File: config.mk
export PLATFORM = sky130hd
export DESIGN_NAME = pifo_task_arb
export DESIGN_NICKNAME = d
export VERILOG_FILES = /design/src/rtl/pifo_arb_pkg.sv /design/src/rtl/pifo_task_fifo.sv /design/src/rtl/pifo_task_arb.sv
export SDC_FILE = /design/constraint.sdc
export NUM_CORES = 1
export LEC_CHECK = 0
export BUFFER_PORTS_ARGS = -buffer_cell sky130_fd_sc_hd__buf_2
export CAP_MARGIN = 20
export CORE_MARGIN = 5
export CORE_UTILIZATION = 50
export CTS_BUF_LIST = sky130_fd_sc_hd__clkbuf_16
export DETAILED_ROUTE_END_ITERATION = 8
export PLACE_DENSITY = 0.7
export REMOVE_ABC_BUFFERS = 1
export SLEW_MARGIN = 20
export SYNTH_ARGS = -nofsm -noshare
export SYNTH_HDL_FRONTEND = slang
export SYNTH_SLANG_ARGS = --single-unit
File: constraint.sdc
create_clock -name i_clk -period 6.5 [get_ports i_clk]
set_input_delay 1.3 -clock i_clk [delete_from_list [all_inputs] [get_ports i_clk]]
set_output_delay 1.3 -clock i_clk [all_outputs]
set_load 0.01 [all_outputs]
File: src/rtl/pifo_arb_pkg.sv
// Shared types and defaults for the PIFO task arbiter.
// The task_t fields are sized for the widest supported build, which is
// payloads of up to 32 bits and tree ids of up to 8 bits. Narrower builds
// tie the upper bits of these fields to zero.
package pifo_arb_pkg;

    localparam int PORTS_DEF      = 4;
    localparam int PTW_DEF        = 8;
    localparam int TREE_W_DEF     = 2;
    localparam int FIFO_DEPTH_DEF = 4;

    localparam int PTW_MAX    = 32;
    localparam int TREE_W_MAX = 8;

    typedef struct packed {
        logic                  push;
        logic                  pop;
        logic [PTW_MAX-1:0]    data;
        logic [TREE_W_MAX-1:0] tree_id;
    } task_t;

    // Width of a port index. It never drops below one bit.
    function automatic int port_idx_w(input int ports);
        return (ports > 1) ? $clog2(ports) : 1;
    endfunction

endpackage

File: src/rtl/pifo_task_fifo.sv
// Per-port task FIFO.
// A write is accepted only when the registered count is below DEPTH. A
// dequeue in the same cycle does not create room for that write. A rejected
// write raises a one-cycle drop pulse. The full flag is registered and
// tracks the count after each edge.
module pifo_task_fifo
    import pifo_arb_pkg::*;
#(
    parameter int DEPTH = FIFO_DEPTH_DEF
) (
    input  logic  clk_i,
    input  logic  srst_i,
    input  logic  wrEn_i,
    input  task_t wrTask_i,
    input  logic  rdEn_i,
    output task_t head_o,
    output logic  empty_o,
    output logic  full_o,
    output logic  drop_o
);

    localparam int AW = $clog2(DEPTH);
    localparam int CW = AW + 1;

    task_t         mem_q [DEPTH];
    logic [AW-1:0] wrPtr_q, wrPtr_d;
    logic [AW-1:0] rdPtr_q, rdPtr_d;
    logic [CW-1:0] count_q, count_d;
    logic          full_q, full_d;
    logic          drop_q, drop_d;
    logic          wrOk, rdOk;

    // Decide accept/dequeue from registered state, then derive next pointers, count and flags
    always_comb begin
        wrOk    = wrEn_i && (count_q < CW'(DEPTH));
        rdOk    = rdEn_i && (count_q != '0);
        wrPtr_d = wrOk ? wrPtr_q + AW'(1) : wrPtr_q;
        rdPtr_d = rdOk ? rdPtr_q + AW'(1) : rdPtr_q;
        count_d = count_q + CW'(wrOk) - CW'(rdOk);
        full_d  = (count_d == CW'(DEPTH));
        drop_d  = wrEn_i && !wrOk;
    end

    // Storage array; contents are don't-care until pointed at, so it is not reset
    always_ff @(posedge clk_i) begin
        if (wrOk) begin
            mem_q[wrPtr_q] <= wrTask_i;
        end
    end

    // Pointer, occupancy and flag registers
    always_ff @(posedge clk_i) begin
        if (srst_i) begin
            wrPtr_q <= '0;
            rdPtr_q <= '0;
            count_q <= '0;
            full_q  <= 1'b0;
            drop_q  <= 1'b0;
        end else begin
            wrPtr_q <= wrPtr_d;
            rdPtr_q <= rdPtr_d;
            count_q <= count_d;
            full_q  <= full_d;
            drop_q  <= drop_d;
        end
    end

    assign head_o  = mem_q[rdPtr_q];
    assign empty_o = (count_q == '0);
    assign full_o  = full_q;
    assign drop_o  = drop_q;

endmodule

File: src/rtl/pifo_task_arb.sv
// PIFO task arbiter.
// Each port has its own task FIFO. A round-robin arbiter feeds a single
// registered output stage toward the PIFO core. A separate demux routes
// core pop responses back to their ports.
// Optional feature: define PIFO_TASK_ARB_POP_PRIO_EN to make the arbiter
// prefer FIFOs whose head carries a pop. It still falls back to plain
// round-robin when no such head exists.
module pifo_task_arb
    import pifo_arb_pkg::*;
#(
    parameter  int PORTS      = PORTS_DEF,
    parameter  int PTW        = PTW_DEF,
    parameter  int TREE_W     = TREE_W_DEF,
    parameter  int FIFO_DEPTH = FIFO_DEPTH_DEF,
    localparam int PW         = port_idx_w(PORTS)
) (
    input  logic                          i_clk,
    input  logic                          i_srst,
    input  logic [PORTS-1:0]              i_push,
    input  logic [PORTS-1:0]              i_pop,
    input  logic [PORTS-1:0][PTW-1:0]     i_push_data,
    input  logic [PORTS-1:0][TREE_W-1:0]  i_tree_id,
    output logic [PORTS-1:0]              o_task_fifo_full,
    output logic [PORTS-1:0]              o_task_drop,
    output logic                          o_core_valid,
    output logic                          o_core_push,
    output logic                          o_core_pop,
    output logic [PTW-1:0]                o_core_data,
    output logic [TREE_W-1:0]             o_core_tree_id,
    output logic [PW-1:0]                 o_core_port,
    input  logic                          i_core_ready,
    input  logic                          i_core_rsp_valid,
    input  logic [PW-1:0]                 i_core_rsp_port,
    input  logic [PTW-1:0]                i_core_rsp_data,
    output logic [PORTS-1:0]              o_pop_valid,
    output logic [PORTS-1:0][PTW-1:0]     o_pop_data
);

    task_t                  wrTask   [PORTS];
    task_t                  headTask [PORTS];
    logic [PORTS-1:0]       wrEn, deqEn, fifoEmpty, nonEmpty, searchMask;
    logic [PW-1:0]          rrPtr_q, rrPtr_d;
    logic [PW-1:0]          grantIdx;
    logic                   grantValid;
    logic                   loadEn;
    logic                   coreValid_q, coreValid_d;
    task_t                  coreTask_q, coreTask_d;
    logic [PW-1:0]          corePort_q, corePort_d;
    logic [PORTS-1:0]       popValid_q, popValid_d;
    logic [PORTS-1:0][PTW-1:0] popData_q, popData_d;
    logic                   unused_pad;

    // The output stage can take a new task when it is empty or its current task is being accepted
    assign loadEn = !coreValid_q || i_core_ready;

    for (genvar p = 0; p < PORTS; p++) begin : g_port
        assign wrEn[p]     = i_push[p] | i_pop[p];
        assign wrTask[p]   = '{push:    i_push[p],
                               pop:     i_pop[p],
                               data:    PTW_MAX'(i_push_data[p]),
                               tree_id: TREE_W_MAX'(i_tree_id[p])};
        assign deqEn[p]    = loadEn && grantValid && (grantIdx == PW'(p));
        assign nonEmpty[p] = !fifoEmpty[p];

        pifo_task_fifo #(
            .DEPTH    (FIFO_DEPTH)
        ) u_fifo (
            .clk_i    (i_clk),
            .srst_i   (i_srst),
            .wrEn_i   (wrEn[p]),
            .wrTask_i (wrTask[p]),
            .rdEn_i   (deqEn[p]),
            .head_o   (headTask[p]),
            .empty_o  (fifoEmpty[p]),
            .full_o   (o_task_fifo_full[p]),
            .drop_o   (o_task_drop[p])
        );
    end

`ifdef PIFO_TASK_ARB_POP_PRIO_EN
    logic [PORTS-1:0] popHead;

    // Restrict the search to pop-carrying heads whenever at least one exists
    always_comb begin
        popHead = '0;
        for (int p = 0; p < PORTS; p++) begin
            popHead[p] = nonEmpty[p] && headTask[p].pop;
        end
        searchMask = (popHead != '0) ? popHead : nonEmpty;
    end
`else
    assign searchMask = nonEmpty;
`endif

    // Round-robin search: first candidate at or after rrPtr_q, wrapping past the last port
    always_comb begin
        grantValid = 1'b0;
        grantIdx   = '0;
        for (int i = 0; i < PORTS; i++) begin
            int            idxInt;
            logic [PW-1:0] idx;
            idxInt = int'(rrPtr_q) + i;
            if (idxInt >= PORTS) begin
                idxInt = idxInt - PORTS;
            end
            idx = PW'(idxInt);
            if (!grantValid && searchMask[idx]) begin
                grantValid = 1'b1;
                grantIdx   = idx;
            end
        end
    end

    // Output stage and pointer next-state: reload on opportunity, otherwise hold steady
    always_comb begin
        coreValid_d = coreValid_q;
        coreTask_d  = coreTask_q;
        corePort_d  = corePort_q;
        rrPtr_d     = rrPtr_q;
        if (loadEn) begin
            coreValid_d = grantValid;
            if (grantValid) begin
                coreTask_d = headTask[grantIdx];
                corePort_d = grantIdx;
                rrPtr_d    = (grantIdx == PW'(PORTS - 1)) ? '0 : grantIdx + PW'(1);
            end
        end
    end

    // Response demux: pulse the addressed port and latch its data; out-of-range ports match nothing
    always_comb begin
        popValid_d = '0;
        popData_d  = popData_q;
        for (int p = 0; p < PORTS; p++) begin
            if (i_core_rsp_valid && (i_core_rsp_port == PW'(p))) begin
                popValid_d[p] = 1'b1;
                popData_d[p]  = i_core_rsp_data;
            end
        end
    end

    // Arbiter, output stage and response registers
    always_ff @(posedge i_clk) begin
        if (i_srst) begin
            rrPtr_q     <= '0;
            coreValid_q <= 1'b0;
            coreTask_q  <= '0;
            corePort_q  <= '0;
            popValid_q  <= '0;
            popData_q   <= '0;
        end else begin
            rrPtr_q     <= rrPtr_d;
            coreValid_q <= coreValid_d;
            coreTask_q  <= coreTask_d;
            corePort_q  <= corePort_d;
            popValid_q  <= popValid_d;
            popData_q   <= popData_d;
        end
    end

    assign o_core_valid   = coreValid_q;
    assign o_core_push    = coreTask_q.push;
    assign o_core_pop     = coreTask_q.pop;
    assign o_core_data    = coreTask_q.data[PTW-1:0];
    assign o_core_tree_id = coreTask_q.tree_id[TREE_W-1:0];
    assign o_core_port    = corePort_q;
    assign o_pop_valid    = popValid_q;
    assign o_pop_data     = popData_q;

    // The zero-padded upper field bits are folded together here so they are consumed somewhere
    assign unused_pad = ^{coreTask_q.data, coreTask_q.tree_id};

endmodule
==> metrics.yaml, run 1 <==
run_status:
  status: "finished clean"
finish:
  seqCellArea_um2: 7710
  multi_input_area_um2: 3330
  most-common-layout-cells: "edfxtp_1, buf_2, nand2_1"
  final_area_um2: 13000
  nets: 969
  layout_commonest_cell: "edfxtp_1"
  fill_cells: 1753
  antenna_cells: 0
  syn_to_final_growth_pct: 14.3
  drive_gt1_share_pct: 24.3
clock_tree:
  cts_made_buffers: 29
  tritoncts: "yes"
  htreeDepth: 1
  root_buffer: "clkbuf_16"
  cts_sinks: 289
  cts_buffer_depth: 3
  ctsResizeCount: 0
  clk_pin_slew_worst_paths_ns: 0.06
  clk_latency_ns: 0.54
  cts_hold_buf: 0
  postCtsSetupBuffers: 0
yosys:
  yosys_most_used_dff: "edfxtp_1"
  synth_top_family_by_area: "multiplexers"
  synth_edf_count: 192
  ys_types: 44
  synth_seq_area_share_pct: 68.0
  synthMuxAreaShare_pct: 10.2
  synth_async_sr_flop_share_pct: 0
  yosys_warnings: 0
  synth_xor_area_share_pct: 1.55
  synth_fa_ha_area_share_pct: 3.80
  synthCells: 764
  ys_seq_elements: 289
  synth_compound_area_share_pct: 5.62
  synthSimpleGateAreaFrac_pct: 8.15
  netlist_area_um2: 11300
  syn_avg_cell_area_um2: 14.8
worst_setup_path:
  criticalPathCategory: "flip-flop to flip-flop"
  cp.arrival_ns: 4.78
  cp-startpoint: "g_port[1].u_fifo.count_q[2]"
  cp_max_fo: 28
  worstReg2RegEnd: "g_port[1].u_fifo.full_o"
  required_ns: 6.94
  rr_worst_depth: 14
  end_kind: "flip-flop"
  start_kind: "flip-flop"
  regToRegSetupSlack_ns: 2.16
  worstReg2RegStart: "g_port[1].u_fifo.count_q[2]"
die:
  initial_core_util_pct: 50.4
  rows: 55
  die_area_um2: 25800
  io_pins: 121
  core_area_um2: 22500
  fp.dieH_um: 161
  die_w_um: 161
run:
  maxCapViolations: 0
pwr:
  swShare_pct: 31.7
  p_per_area_nw_per_um2: 436
  leakage_nw: 4.88
  power_frac_clock_pct: 26.7
  p_sw_w: 0.00179
  internal_power_w: 0.00386
  pwr-share-seq_pct: 45.2
  max-vdd-ir-drop_v: 0.000270
  combPwrFrac_pct: 28.0
timing:
  finalMaxSlewViolations: 0
  relSlewSlack_pct: 33.4
  worst_pin_slew_ns: 0.995
  fin_skew_ns: 0.0147
  period_needed_ns: 4.34
  fmax_mhz: 230
  finalHoldViolCount: 0
  tns_ns: 0
  post-route-period-util_pct: 66.8
  rsz0062_at_grt: "no"
  finalSetupViolations: 0
global_routing:
  grt_pass1_wl_um: 36000
  grt_max_degree: 69
  gr-total-overflow: 0
  grt_pass1_vias: 6442
  grtUsageTotal_pct: 17.6
  antenna_found_initial: 1
place:
  gp_congestion: 0.781
  place_area_um2: 12100
  numPortBuffers: 120
  dp_hpwl_um: 15300
detailed_routing:
  via_per_inst: 5.39
  antenna_left: 0
  vias: 6376
  drt-initial-drc-count: 394
  drt_pass1_iterations: 5
  drcViolationCount: 0
  wirelength_um: 22700
  drt-wirelength-per-cell_um: 19.2
min_path:
  hold_end: "o_pop_data[12]"
  hold_start: "o_pop_data[12]"
  hold_class: "flip-flop to flip-flop"
  holdPathStages: 2
## layer usage
| metal | track usage (%) | vias to the layer above | wire length [um] |
|---|---|---|---|
| met3 | 4.44 | 35 | 1790 |
| met2 | 27.3 | 200 | 10600 |
| li1 | - | 3010 | - |
| met1 | 25.3 | 3129 | 9860 |
| met4 | 4.22 | 2 | 458 |
| met5 | 0 | - | 7 |
## cells by family (layout without fill, tap and decap cells)
family	Yosys count	in the layout
muxes	56	56
buffers and inverters	67	200
xor gates and xnor gates	20	20
and+or+nand+nor	207	207
adders and majority gates	32	32
AOI/OAI and AO/OA	93	93
DFF	289	289
## flip-flops by register name (all words and copies together), names as in the netlist, 2 cells and up, named ones only
signal / cells
g_port.u_fifo.mem_q: 192
o_pop_data: 32
g_port.u_fifo.count_q: 12
g_port.u_fifo.rdPtr_q: 8
g_port.u_fifo.wrPtr_q: 8
o_core_data: 8
g_port.u_fifo.drop_o: 4
g_port.u_fifo.full_o: 4
o_pop_valid: 4
o_core_port: 2
o_core_tree_id: 2
rrPtr_q: 2
## power groups by stage
| stage | clock (W) | sequential (W) | combinational [W] |
|---|---|---|---|
| 2_1_floorplan | 0 | 0.00255 | 0.00111 |
| 3_3_place_gp | 0 | 0.00259 | 0.00156 |
| 3_5_place_dp | 0 | 0.00260 | 0.00159 |
| 4_1_cts | 0.00155 | 0.00257 | 0.00160 |
| 5_1_grt | 0.00162 | 0.00261 | 0.00177 |
| 6_report | 0.00151 | 0.00256 | 0.00158 |
## synth_stat cells, drive strengths merged, types with 5 or more instances
| cell type | n | area, um^2 |
|---|---|---|
| nor2b | 6 | 37.5 |
| clkbuf | 19 | 71.3 |
| a21oi | 44 | 220 |
| inv | 25 | 93.8 |
| and2 | 16 | 100 |
| o21ba | 12 | 120 |
| mux2i | 8 | 80.1 |
| nor2 | 49 | 191 |
| and3 | 5 | 31.3 |
| ha | 28 | 350 |
| xnor2 | 13 | 114 |
| edfxtp | 192 | 5770 |
| buf | 23 | 136 |
| xor2 | 7 | 61.3 |
| a22oi | 24 | 180 |
| nor3b | 5 | 37.5 |
| dfxtp | 97 | 1940 |
| nand2 | 110 | 413 |
| mux4 | 48 | 1080 |
## critical path, stage by stage (launching register included)
cell     delay, ns
dfxtp_1       0.34
or3_1         0.51
o22ai_1       0.21
a211o_1       0.79
inv_2         0.43
ha_1          0.34
and3_1        0.17
ha_1          0.29
inv_1         0.06
ha_1          0.13
inv_1         0.05
fa_1          0.36
xor2_1        0.16
xnor2_1       0.15
nor4b_1       0.25
## worst max-delay path by stage
stage / endpoint / slack [ns] / depth (start not counted)
6_report: g_port[1].u_fifo.full_o / 2.16 / 14
5_1_grt: g_port[1].u_fifo.full_o / 1.77 / 14
4_1_cts: g_port[1].u_fifo.full_o / 2.18 / 14
3_5_place_dp: g_port[3].u_fifo.full_o / 2.19 / 14
3_3_place_gp: g_port[3].u_fifo.full_o / 2.33 / 14
2_1_floorplan: g_port[3].u_fifo.full_o / 2.84 / 14
## layout make-up
type                       instances  area share (%)
clock buffer                      29            5.60
clock inverter                    24            1.00
inverter                          25           0.724
multi-input combinational        408            25.7
sequential                       289            59.5
tap                              285            2.75
timing repair buffer             122            4.75
## per-stage QoR
stage                     hold WS [ns]  utilization (%)  setup WS [ns]  std cells  power (W)
after floorplan                  0.465                -           2.84        722    0.00366
after global placement           0.438             53.8           2.33       1129    0.00416
after detailed placement         0.444             53.8           2.19       1129    0.00419
after CTS                        0.452             57.6           2.18       1182    0.00572
after global routing             0.471             57.6           1.77       1182    0.00599
final                            0.452             57.6           2.16       1182    0.00565
Power figures use the tool's default switching activity.
==> run 2: changes to the inputs <==
--- a/config.mk
+++ b/config.mk
@@ -11,7 +11,7 @@
 export CORE_UTILIZATION = 50
 export CTS_BUF_LIST = sky130_fd_sc_hd__clkbuf_16
 export DETAILED_ROUTE_END_ITERATION = 8
-export PLACE_DENSITY = 0.7
+export PLACE_DENSITY = 0.72
 export REMOVE_ABC_BUFFERS = 1
 export SLEW_MARGIN = 20
 export SYNTH_ARGS = -nofsm -noshare
==> constraint.sdc (replaced) <==
create_clock -name i_clk -period 3.6 [get_ports i_clk]
set_input_delay 0.72 -clock i_clk [delete_from_list [all_inputs] [get_ports i_clk]]
set_output_delay 0.72 -clock i_clk [all_outputs]
set_load 0.01 [all_outputs]
==> run 2 against run 1 <==
Combinational power up 86%. Final cell count up 0.59%. Critical path depth did not move. Power is 86% higher. First-iteration DRC count increased by 31%. Critical path type unchanged. Via count down 0.49%. Final area increased by 1.3%. Largest cell class unchanged. Clock power up 97%.
==> metrics.yaml, run 2 (synthesized netlist as in run 1, its figures left out) <==
die:
  die_area_um2: 25800
  io_pins: 121
  die_w_um: 161
  initial_core_util_pct: 50.4
  core_area_um2: 22500
  rows: 55
  fp.dieH_um: 161
worst_setup_path:
  cp.arrival_ns: 3.76
  required_ns: 4.04
  cp_max_fo: 6
  worstReg2RegStart: "g_port[0].u_fifo.count_q[2]"
  slowest_stage: "or3_4"
  cp-startpoint: "g_port[0].u_fifo.count_q[2]"
  path_delay_family: "adder cells"
  worst_path_largest_cell_delay_ns: 0.45
  end_kind: "flip-flop"
  crit_chain: "or3_4 > a211oi_1 > o32a_1 > inv_1 > ha_1 > and3_1 > ha_1 > inv_1 > ha_1 > inv_1 > fa_1 > xor2_1 > xnor2_1 > nor4b_1"
  regToRegSetupSlack_ns: 0.27
  criticalPathCategory: "flip-flop to flip-flop"
  start_kind: "flip-flop"
  critPathBufInv: 3
finish:
  layout_commonest_cell: "edfxtp_1"
  nets: 976
  fill_cells: 1739
  layout.cells.non_filler: 1189
  drive_gt1_share_pct: 26.0
  largest_reg_flops: 192
  syn_to_final_growth_pct: 15.8
  most-common-layout-cells: "edfxtp_1, buf_2, nand2_1"
  antenna_cells: 0
  regMostFlops: "g_port.u_fifo.mem_q"
timing:
  relSlewSlack_pct: 31.6
  rsz0062_at_grt: "no"
  hold_slack_ns: 0.397
  period_needed_ns: 3.33
  finalSetupViolations: 0
  fin_skew_ns: 0.0125
  finalHoldViolCount: 0
  worst_slack_ns: 0.274
  worst_pin_slew_ns: 1.02
  post-route-period-util_pct: 92.4
  fmax_mhz: 301
  finalMaxSlewViolations: 0
detailed_routing:
  vias: 6345
  wirelength_um: 22600
  antenna_left: 0
  via_per_inst: 5.34
  drt_pass1_iterations: 8
  drcViolationCount: 0
  drt-wirelength-per-cell_um: 19.0
  drt-initial-drc-count: 517
place:
  gp_congestion: 0.807
  placed_cells: 1135
  dp_hpwl_um: 15700
  post-place-ws_ns: 0.155
  numPortBuffers: 120
global_routing:
  antenna_found_initial: 0
  grt_max_degree: 40
  grt_pass1_wl_um: 35800
  gr-total-overflow: 0
  grt_pass1_vias: 6622
  grtUsageTotal_pct: 17.5
pwr:
  p_per_area_nw_per_um2: 803
  max-vdd-ir-drop_v: 0.000423
  leakage_nw: 4.93
clock_tree:
  htreeDepth: 1
  clk_pin_slew_worst_paths_ns: 0.06
  cts_made_buffers: 29
  clk_latency_ns: 0.54
  tritoncts: "yes"
  root_buffer: "clkbuf_16"
  cts_sinks: 289
  cts_buffer_depth: 3
run:
  maxCapViolations: 0
run_status:
  status: "finished clean"
min_path:
  hold_start: "i_push_data[16]"
  hold_class: "input pin to flip-flop"
-- run 2: repair_timing --
item / CTS / global route
setup buffers: 0 / 1
setup endpoints to repair: 0 / 2
resized for setup: 0 / 3
hold buffers: 0 / 0
-- run 2: metrics by stage --
stage          area, um^2  power [W]  utilization (%)  TNS, ns
4_1_cts             13100     0.0106             58.2        0
6_report            13100     0.0105             58.3        0
3_5_place_dp        12100    0.00761             54.0        0
3_3_place_gp        12100    0.00755             54.0        0
2_1_floorplan       11100    0.00661                -   -0.121
5_1_grt             13100     0.0112             58.3        0
-- run 2: where the power goes --
group	switching, W	internal [W]	total [W]
registers	0.000403	0.00421	0.00462
clock network	0.00121	0.00177	0.00298
logic	0.00164	0.00131	0.00294
total	0.00325	0.00728	0.0105
-- run 2: per-layer routing --
layer / GRT usage [%] / wire length [um] / vias to the layer above
met3: 3.75 / 1720 / 27
met4: 4.15 / 365 / 0
met1: 24.3 / 9750 / 3094
li1: - / - / 3023
met2: 28.6 / 10700 / 201
met5: 0 / 0 / -
-- run 2: worst paths after layout --
| kind | to | cells after the start |
|---|---|---|
| worst min register to register | o_pop_data[25] | 2 |
| worst max register to register | g_port[1].u_fifo.full_o | 14 |
| worst min-delay path | g_port[2].u_fifo.mem_q[2][2] | 1 |
| worst max-delay path | g_port[1].u_fifo.full_o | 14 |
-- run 2: area by class of cell --
type / instances / area, um^2 / area share (%)
clock buffer: 31 / 776 / 5.91
clock inverter: 22 / 186 / 1.42
sequential: 289 / 7710 / 58.7
inverter: 25 / 93.8 / 0.715
tap: 285 / 357 / 2.72
timing repair buffer: 129 / 668 / 5.09
multi-input combinational: 408 / 3340 / 25.5
